File: src/rtl/cache_pkg.sv
// cache_pkg: shared widths, FSM state type and a width helper for the set-associative cache
package cache_pkg;
    localparam int LINE_W = 128;
    localparam int WORD_W = 32;
    localparam int OFF_W  = 2;
    localparam int ADDR_W = 30;
    localparam int BLK_W  = ADDR_W - OFF_W;
    typedef enum logic [1:0] {COMPARE, WRITEBACK, ALLOCATE} state_e;
    function automatic int idx_w(input int n);
        return (n > 1) ? $clog2(n) : 1;
    endfunction
endpackage

File: src/rtl/assoc_cache_if.sv
// assoc_cache_if: processor request/response and memory block-transfer signals
interface assoc_cache_if;
    import cache_pkg::*;
    logic              proc_read;
    logic              proc_write;
    logic [ADDR_W-1:0] proc_addr;
    logic [WORD_W-1:0] proc_wdata;
    logic [WORD_W-1:0] proc_rdata;
    logic              proc_stall;
    logic              mem_read;
    logic              mem_write;
    logic [BLK_W-1:0]  mem_addr;
    logic [LINE_W-1:0] mem_wdata;
    logic [LINE_W-1:0] mem_rdata;
    logic              mem_ready;
    modport slave (
        input  proc_read, proc_write, proc_addr, proc_wdata, mem_rdata, mem_ready,
        output proc_rdata, proc_stall, mem_read, mem_write, mem_addr, mem_wdata
    );
    modport master (
        output proc_read, proc_write, proc_addr, proc_wdata, mem_rdata, mem_ready,
        input  proc_rdata, proc_stall, mem_read, mem_write, mem_addr, mem_wdata
    );
endinterface

File: src/rtl/cache_lru.sv
// cache_lru: per-set true-LRU ages (0 = most recent), update on touch and victim selection
module cache_lru
    import cache_pkg::*;
#(
    parameter int WAYS = 2,
    parameter int SETS = 8,
    localparam int IW = $clog2(SETS),
    localparam int WW = idx_w(WAYS)
) (
    input  logic            clk,
    input  logic            rst_n,
    input  logic [IW-1:0]   i_idx,
    input  logic [WAYS-1:0] i_valid,
    input  logic            i_touch,
    input  logic [WW-1:0]   i_way,
    output logic [WW-1:0]   o_victim
);
    logic [WW-1:0] r_age [SETS][WAYS];
    logic [WW:0]   w_eff;
    // An invalid way being filled is treated as older than every valid way, so valid ages stay a permutation
    assign w_eff = i_valid[i_way] ? {1'b0, r_age[i_idx][i_way]} : (WW+1)'(WAYS);
    // Age update: touched way becomes youngest, younger valid ways age by one
    always_ff @(posedge clk) begin
        if (!rst_n) begin
            for (int s = 0; s < SETS; s++)
                for (int w = 0; w < WAYS; w++)
                    r_age[s][w] <= '0;
        end else if (i_touch) begin
            for (int w = 0; w < WAYS; w++)
                if (WW'(w) == i_way)
                    r_age[i_idx][w] <= '0;
                else if (i_valid[w] && {1'b0, r_age[i_idx][w]} < w_eff)
                    r_age[i_idx][w] <= r_age[i_idx][w] + 1'b1;
        end
    end
    // Victim: lowest-index invalid way, otherwise the oldest way
    always_comb begin
        o_victim = '0;
        for (int w = WAYS - 1; w >= 0; w--)
            if (r_age[i_idx][w] == WW'(WAYS - 1)) o_victim = WW'(w);
        for (int w = WAYS - 1; w >= 0; w--)
            if (!i_valid[w]) o_victim = WW'(w);
    end
endmodule

File: src/rtl/assoc_cache.sv
// assoc_cache: WAYS-way set-associative write-back/write-allocate cache; CACHE_STATS_EN adds hit/miss counters
module assoc_cache
    import cache_pkg::*;
#(
    parameter int WAYS = 2,
    parameter int SETS = 8
) (
    input  logic clk,
    input  logic rst_n,
    assoc_cache_if.slave bus
`ifdef CACHE_STATS_EN
    ,
    output logic [31:0] hit_cnt,
    output logic [31:0] miss_cnt
`endif
);
    localparam int IW = $clog2(SETS);
    localparam int WW = idx_w(WAYS);
    localparam int TW = BLK_W - IW;
    state_e            r_state;
    logic [SETS-1:0]   r_valid [WAYS];
    logic [SETS-1:0]   r_dirty [WAYS];
    logic [TW-1:0]     r_tag   [WAYS][SETS];
    logic [LINE_W-1:0] r_data  [WAYS][SETS];
    logic [WW-1:0]     r_victim;
    logic              r_mem_read;
    logic              r_mem_write;
    logic [BLK_W-1:0]  r_mem_addr;
    logic [LINE_W-1:0] r_mem_wdata;
    logic [IW-1:0]     w_idx;
    logic [TW-1:0]     w_tag;
    logic [OFF_W-1:0]  w_off;
    logic              w_req;
    logic              w_hit;
    logic              w_touch;
    logic [WAYS-1:0]   w_set_valid;
    logic [WW-1:0]     w_hit_way;
    logic [WW-1:0]     w_victim;
    logic [WW-1:0]     w_touch_way;
    logic [LINE_W-1:0] w_line;
    assign w_idx = bus.proc_addr[OFF_W +: IW];
    assign w_tag = bus.proc_addr[ADDR_W-1 -: TW];
    assign w_off = bus.proc_addr[OFF_W-1:0];
    assign w_req = bus.proc_read | bus.proc_write;
    // Tag compare across every way of the addressed set
    always_comb begin
        w_hit = 1'b0;
        w_hit_way = '0;
        w_set_valid = '0;
        for (int w = 0; w < WAYS; w++) begin
            w_set_valid[w] = r_valid[w][w_idx];
            if (r_valid[w][w_idx] && r_tag[w][w_idx] == w_tag) begin
                w_hit = 1'b1;
                w_hit_way = WW'(w);
            end
        end
    end
    assign w_line          = r_data[w_hit_way][w_idx];
    assign bus.proc_rdata  = w_line[w_off*WORD_W +: WORD_W];
    assign bus.proc_stall  = w_req && !(r_state == COMPARE && w_hit);
    assign bus.mem_read    = r_mem_read;
    assign bus.mem_write   = r_mem_write;
    assign bus.mem_addr    = r_mem_addr;
    assign bus.mem_wdata   = r_mem_wdata;
    assign w_touch     = (r_state == COMPARE && w_req && w_hit) || (r_state == ALLOCATE && bus.mem_ready);
    assign w_touch_way = (r_state == COMPARE) ? w_hit_way : r_victim;
    cache_lru #(.WAYS(WAYS), .SETS(SETS)) u_lru (
        .clk      (clk),
        .rst_n    (rst_n),
        .i_idx    (w_idx),
        .i_valid  (w_set_valid),
        .i_touch  (w_touch),
        .i_way    (w_touch_way),
        .o_victim (w_victim)
    );
    // Controller: hit service in COMPARE, victim write-back, then block fill and retry
    always_ff @(posedge clk) begin
        if (!rst_n) begin
            r_state     <= COMPARE;
            r_victim    <= '0;
            r_mem_read  <= 1'b0;
            r_mem_write <= 1'b0;
            r_mem_addr  <= '0;
            r_mem_wdata <= '0;
            for (int w = 0; w < WAYS; w++) begin
                r_valid[w] <= '0;
                r_dirty[w] <= '0;
            end
        end else begin
            case (r_state)
                COMPARE: begin
                    if (w_req && w_hit) begin
                        if (bus.proc_write) begin
                            r_data[w_hit_way][w_idx][w_off*WORD_W +: WORD_W] <= bus.proc_wdata;
                            r_dirty[w_hit_way][w_idx] <= 1'b1;
                        end
                    end else if (w_req) begin
                        r_victim <= w_victim;
                        if (r_valid[w_victim][w_idx] && r_dirty[w_victim][w_idx]) begin
                            r_state     <= WRITEBACK;
                            r_mem_write <= 1'b1;
                            r_mem_addr  <= {r_tag[w_victim][w_idx], w_idx};
                            r_mem_wdata <= r_data[w_victim][w_idx];
                        end else begin
                            r_state    <= ALLOCATE;
                            r_mem_read <= 1'b1;
                            r_mem_addr <= bus.proc_addr[ADDR_W-1:OFF_W];
                        end
                    end
                end
                WRITEBACK: begin
                    if (bus.mem_ready) begin
                        r_state     <= ALLOCATE;
                        r_mem_write <= 1'b0;
                        r_mem_read  <= 1'b1;
                        r_mem_addr  <= bus.proc_addr[ADDR_W-1:OFF_W];
                        r_mem_wdata <= '0;
                    end
                end
                ALLOCATE: begin
                    if (bus.mem_ready) begin
                        r_state    <= COMPARE;
                        r_mem_read <= 1'b0;
                        r_mem_addr <= '0;
                        r_data[r_victim][w_idx]  <= bus.mem_rdata;
                        r_tag[r_victim][w_idx]   <= w_tag;
                        r_valid[r_victim][w_idx] <= 1'b1;
                        r_dirty[r_victim][w_idx] <= 1'b0;
                    end
                end
                default: r_state <= COMPARE;
            endcase
        end
    end
`ifdef CACHE_STATS_EN
    // Saturating counters of completed hits and miss entries
    always_ff @(posedge clk) begin
        if (!rst_n) begin
            hit_cnt  <= '0;
            miss_cnt <= '0;
        end else if (r_state == COMPARE && w_req) begin
            if (w_hit && hit_cnt != '1) hit_cnt <= hit_cnt + 1'b1;
            if (!w_hit && miss_cnt != '1) miss_cnt <= miss_cnt + 1'b1;
        end
    end
`endif
endmodule

File: src/flat_wrapper.sv
// flat-port wrapper written by rule: the top's interface ports become plain ports
module assoc_cache_flat import cache_pkg::*;
#(
    parameter int WAYS = 2,
    parameter int SETS = 8
)
  (clk, rst_n, bus_proc_read, bus_proc_write, bus_proc_addr, bus_proc_wdata, bus_mem_rdata, bus_mem_ready, bus_proc_rdata, bus_proc_stall, bus_mem_read, bus_mem_write, bus_mem_addr, bus_mem_wdata);
  assoc_cache_if bus_i ();
  input  logic clk;
  input  logic rst_n;
  input wire logic [$bits(bus_i.proc_read)-1:0] bus_proc_read;
  input wire logic [$bits(bus_i.proc_write)-1:0] bus_proc_write;
  input wire logic [$bits(bus_i.proc_addr)-1:0] bus_proc_addr;
  input wire logic [$bits(bus_i.proc_wdata)-1:0] bus_proc_wdata;
  input wire logic [$bits(bus_i.mem_rdata)-1:0] bus_mem_rdata;
  input wire logic [$bits(bus_i.mem_ready)-1:0] bus_mem_ready;
  output wire logic [$bits(bus_i.proc_rdata)-1:0] bus_proc_rdata;
  output wire logic [$bits(bus_i.proc_stall)-1:0] bus_proc_stall;
  output wire logic [$bits(bus_i.mem_read)-1:0] bus_mem_read;
  output wire logic [$bits(bus_i.mem_write)-1:0] bus_mem_write;
  output wire logic [$bits(bus_i.mem_addr)-1:0] bus_mem_addr;
  output wire logic [$bits(bus_i.mem_wdata)-1:0] bus_mem_wdata;
  assign bus_i.proc_read = bus_proc_read;
  assign bus_i.proc_write = bus_proc_write;
  assign bus_i.proc_addr = bus_proc_addr;
  assign bus_i.proc_wdata = bus_proc_wdata;
  assign bus_i.mem_rdata = bus_mem_rdata;
  assign bus_i.mem_ready = bus_mem_ready;
  assign bus_proc_rdata = bus_i.proc_rdata;
  assign bus_proc_stall = bus_i.proc_stall;
  assign bus_mem_read = bus_i.mem_read;
  assign bus_mem_write = bus_i.mem_write;
  assign bus_mem_addr = bus_i.mem_addr;
  assign bus_mem_wdata = bus_i.mem_wdata;
  assoc_cache #(.WAYS(WAYS), .SETS(SETS)) u_core (.clk(clk), .rst_n(rst_n), .bus(bus_i));
endmodule
File: config.mk
export PLATFORM = sky130hd
export DESIGN_NAME = assoc_cache_flat
export DESIGN_NICKNAME = d
export VERILOG_FILES = /design/src/rtl/cache_pkg.sv /design/src/rtl/assoc_cache_if.sv /design/src/rtl/cache_lru.sv /design/src/rtl/assoc_cache.sv /design/src/flat_wrapper.sv
export SDC_FILE = /design/constraint.sdc
export NUM_CORES = 2
export LEC_CHECK = 0
export BUFFER_PORTS_ARGS = -buffer_cell sky130_fd_sc_hd__buf_2
export CAP_MARGIN = 20
export CORE_AREA = 2 2 586 471
export DETAILED_ROUTE_END_ITERATION = 6
export DIE_AREA = 0 0 588 473
export PLACE_DENSITY = 0.66
export SYNTH_ARGS = -nofsm -noshare
export SYNTH_HDL_FRONTEND = slang
export SYNTH_SLANG_ARGS = --single-unit
File: constraint.sdc
create_clock -name clk -period 5.92 [get_ports clk]
set_input_delay 0.296 -clock clk [delete_from_list [all_inputs] [get_ports clk]]
set_output_delay 0.296 -clock clk [all_outputs]
set_load 0.05 [all_outputs]
==> flow_summary.rst <==
.. list-table::
   :header-rows: 1

   * - Metric
     - Value
   * - Number of nets in the layout
     - 8735
   * - Library cell with the highest instance count after synthesis
     - sky130_fd_sc_hd__edfxtp_1
   * - Starting utilization of the core area
     - 0.447
   * - Detailed-route wire length per cell
     - 38.5 um
   * - Cell area power density
     - 314 nW/um^2
   * - Pin count of the biggest net entering global routing
     - 138
   * - Setup violation total in the final timing report
     - 4
   * - Detail Route Antenna Nets
     - 0
   * - Crit Path Max Fanout
     - 8
   * - Synth top area cells
     - sky130_fd_sc_hd__edfxtp_1, sky130_fd_sc_hd__mux4_2, sky130_fd_sc_hd__mux2i_1
   * - Largest delay share family, worst path
     - buffers and inverters
   * - Sink Count
     - 2657
   * - Global placer's final weighted congestion
     - 0.933
   * - Avg Synthesized Cell Area
     - 15.3 um^2
   * - Most frequent cell on the critical path
     - sky130_fd_sc_hd__buf_16
   * - Top-level port count
     - 386
   * - Area share of the largest cell type after synthesis
     - 0.609
   * - Hold Path Class
     - in -> reg
   * - Status
     - finished with violations
   * - Insertion delay of the later-clocked pin in the worst-skew pair
     - 910 ps
   * - TritonCTS Buffers
     - 279
   * - Number of core rows
     - 172
   * - Netlist Area Pre-Place
     - 122000 um^2
   * - Cell type contributing the most total cell area after synthesis
     - sky130_fd_sc_hd__edfxtp_1
   * - Half-perimeter wire length of the detailed placement result
     - 291000 um
   * - Register bit count reported by yosys
     - 2657
   * - Total overflow reported by the global router
     - 0
   * - First-pass detailed-route iteration total
     - 7
   * - FILL cells
     - 21800
   * - Post-synthesis share of cell area spent on full adders, half adders and majority gates
     - 0.000922
   * - Slew at the pin closest to its max-slew limit
     - 1300 ps
   * - Wire length of the first global-routing pass
     - 647000 um
   * - WHS
     - 44.9 ps
   * - Max-slew violation count
     - 0
   * - Minimum setup slack in the final design
     - -50.3 ps
   * - Multi-input gate area
     - 42700 um^2
   * - Die outline height
     - 473 um
   * - Max H-tree Level
     - 5
   * - CTS clock-pin slew for the worst setup and hold paths
     - 60 ps
   * - Post-synth net total
     - 8159
   * - RSZ-0062 raised after global routing
     - yes
   * - Proportion of layout cells with a drive suffix above 1
     - 0.262
   * - Number of global-route vias before repair
     - 82400
   * - Final-layout setup total negative slack
     - -115 ps
   * - Number of antenna violations at the first check in global routing
     - 31
   * - Area growth from synthesis to layout
     - 17.3%
   * - Post-synthesis sequential area ratio
     - 0.639
   * - Count of endpoints failing hold in the final timing report
     - 0
   * - Commonest register cell after synthesis
     - sky130_fd_sc_hd__edfxtp_1
   * - Overall Global Routing Usage
     - 0.331
   * - Crit path arrival time
     - 5670 ps
   * - Maximum number of buffers from clock root to sink
     - 4
   * - Largest family of logic cells by synthesized area
     - multiplexers
   * - Area of placed instances
     - 132000 um^2
   * - Placeable core area
     - 273000 um^2
   * - Worst EP required
     - 5620 ps
   * - Slowest cell on the critical path
     - sky130_fd_sc_hd__mux4_2
   * - DP Worst Slack
     - -333 ps
   * - Share of the core filled with cells
     - 0.525
   * - Number of standard cells after synthesis
     - 7955
   * - Violated checks
     - DRC, setup timing
   * - Cell breakdown of the critical path
     - mux4_2 -> mux2i_1 -> xor2_1 -> nand4_1 -> nor4_4 -> nand4_1 -> buf_6 -> buf_16 -> buf_16 -> buf_16 -> buf_16 -> buf_12 -> buf_4 -> mux2i_1 -> o22ai_1 -> o41ai_2 -> buf_4 -> a31oi_4 -> a21o_1 -> buf_6
   * - Width of the die
     - 588 um
   * - Highest achievable clock rate
     - 167 MHz
   * - Worst setup EP type
     - output pin
   * - Setup skew after layout
     - 88.1 ps
   * - Number of warnings reported in the yosys synthesis log
     - 0
   * - Buf+Inv Stages, Crit Path
     - 9
   * - Busiest layer in global routing
     - met2
   * - Final wirelength
     - 478000 um
   * - Highest ir drop seen on vdd
     - 0.267 mV
   * - Max_cap viols
     - 0
   * - Commonest cells in the synthesized netlist
     - sky130_fd_sc_hd__edfxtp_1, sky130_fd_sc_hd__nand2_1, sky130_fd_sc_hd__mux4_2, sky130_fd_sc_hd__mux2i_1, sky130_fd_sc_hd__clkbuf_1
   * - Asr flop ratio synth
     - 0
   * - Clock tree from TritonCTS
     - done
   * - DRC Markers
     - 3
   * - Count of input and output buffers
     - 385
   * - Share of the clock period used by the worst path after layout
     - 1.01
   * - Iteration-0 DRC count of the detailed router
     - 15700
   * - Area fraction in and, or, nand and nor cells after synthesis
     - 0.0668
   * - Number of synthesized flops with an enable pin
     - 2478
   * - GRT met2 Usage
     - 0.467
   * - Static leakage
     - 51.7 nW
   * - Met1 track utilization from global routing
     - 0.431
   * - Clock root cell
     - sky130_fd_sc_hd__clkbuf_16
   * - CP Launch Type
     - register
   * - Worst slew slack as a fraction of its limit
     - 0.136
   * - Die Footprint
     - 278000 um^2
   * - Fraction of synthesized area in multiplexers
     - 0.191
   * - Xor/xnor cell area share of the yosys netlist
     - 0.00265
   * - Count of distinct cell types in the synthesized netlist
     - 75
   * - Final std cell area, no fill
     - 143000 um^2
   * - Largest stage delay on the critical path
     - 470 ps
   * - Global Route met3 Usage
     - 0.131
   * - Total number of vias
     - 87800
   * - Post-DR vias/cell
     - 7.06
   * - Compound-gate portion of the synthesized area
     - 0.0754
   * - Area occupied by registers
     - 78000 um^2
   * - Final period demand of the worst path
     - 5970 ps
   * - Setup Crit Path Kind
     - reg -> out
## report_power, final
part           switching (W)  internal (W)
Clock                0.00759        0.0100
Sequential          0.000177        0.0209
Combinational        0.00454       0.00178
## registers in the layout, summed over array words and instances, names as in the netlist
signal,count
u_core.bus.mem_addr,28
u_core.bus.mem_read,1
u_core.bus.mem_wdata,128
u_core.bus.mem_write,1
u_core.r_data,2048
u_core.r_dirty,16
u_core.r_state,2
u_core.r_tag,400
u_core.r_valid,16
u_core.r_victim,1
u_core.u_lru.r_age,16
## kinds of logic after synthesis
kind of cell / count (synthesis)
flip-flops: 2657
AND/OR/NAND/NOR: 1892
multiplexers: 1438
AO/OA/AOI/OAI: 1254
buffers and inverters: 668
XOR/XNOR: 37
adder cells (fa/ha/maj): 9
## worst paths after layout
check	from	endpoint	slack, ps	cells past startpoint
hold reg to reg	u_core.bus.mem_wdata[68]$_SDFFE_PN0P_	u_core.bus.mem_wdata[68]$_SDFFE_PN0P_	450	2
setup reg to reg	u_core.r_tag[1][15]$_DFFE_PP_	u_core.r_data[1][702]$_DFFE_PP_	750	17
hold / removal	bus_proc_addr[3]	u_core.bus.mem_addr[1]$_SDFFE_PN0P_	40	4
setup / recovery	u_core.r_tag[1][15]$_DFFE_PP_	bus_proc_rdata[2]	-50	20
## worst reg2reg max path, delay by kind of cell (launching register included)
family                 cells  cell delay [ps]
flip-flops                 1              400
multiplexers               2              650
AO/OA/AOI/OAI              2              410
AND/OR/NAND/NOR            6             1710
buffers and inverters      6             1340
XOR/XNOR                   1              270
## through the flow
step                      cells  power, W
final                     12400    0.0450
after global routing      12400    0.0459
after CTS                 12400    0.0447
after detailed placement  11800    0.0275
after global placement    11800    0.0274
after floorplan            7955    0.0250
## placed cells by master, fill, tap and decap left out, types with 19 or more instances in the layout
master	instances
sky130_fd_sc_hd__a21o_1	24
sky130_fd_sc_hd__a21oi_1	188
sky130_fd_sc_hd__a221oi_1	60
sky130_fd_sc_hd__a22o_1	189
sky130_fd_sc_hd__a22oi_1	71
sky130_fd_sc_hd__a31oi_1	46
sky130_fd_sc_hd__a32o_1	70
sky130_fd_sc_hd__a32oi_1	26
sky130_fd_sc_hd__buf_12	159
sky130_fd_sc_hd__buf_2	351
sky130_fd_sc_hd__buf_4	345
sky130_fd_sc_hd__buf_6	39
sky130_fd_sc_hd__clkbuf_1	63
sky130_fd_sc_hd__clkbuf_16	312
sky130_fd_sc_hd__clkinv_1	44
sky130_fd_sc_hd__clkinv_2	47
sky130_fd_sc_hd__dfxtp_1	179
sky130_fd_sc_hd__diode_2	33
sky130_fd_sc_hd__dlygate4sd3_1	28
sky130_fd_sc_hd__edfxtp_1	2478
sky130_fd_sc_hd__mux2_2	23
sky130_fd_sc_hd__mux2i_1	700
sky130_fd_sc_hd__mux4_2	708
sky130_fd_sc_hd__nand2_1	1108
sky130_fd_sc_hd__nand3_1	311
sky130_fd_sc_hd__nand4_1	52
sky130_fd_sc_hd__nor2_1	143
sky130_fd_sc_hd__nor2_4	28
sky130_fd_sc_hd__nor3_1	28
sky130_fd_sc_hd__nor3_2	47
sky130_fd_sc_hd__nor3_4	23
sky130_fd_sc_hd__nor4_1	19
sky130_fd_sc_hd__o2111ai_1	49
sky130_fd_sc_hd__o21ai_0	91
sky130_fd_sc_hd__o221ai_1	44
sky130_fd_sc_hd__o22ai_1	192
sky130_fd_sc_hd__o2bb2ai_1	47
sky130_fd_sc_hd__or4_1	37
sky130_fd_sc_hd__xor2_1	22
## per-layer routing
layer	up-vias	wire length, um
li1	33400	-
met5	-	194
met1	44600	163000
met3	1573	80800
met4	26	31900
met2	8198	202000
## timing repair
item | 4_1_cts | 5_1_grt
buffers inserted | 3 | 34
pin swaps | 4 | 40
endpoints found under the setup margin | 32 | 26
hold buffers | 28 | 0
cloned | 0 | 14
resized for setup | 10 | 236
endpoints found under the hold margin | 408 | 0
## area by class of cell
cell class                 instances  area share
sequential                      2657       0.544
multi-input combinational       4630       0.298
timing repair buffer             954      0.0629
clock buffer                     368      0.0542
tap                             3654      0.0319
clock inverter                   128     0.00777
antenna                           33    0.000576
inverter                           9    0.000332
Power figures use the tool's default switching activity.
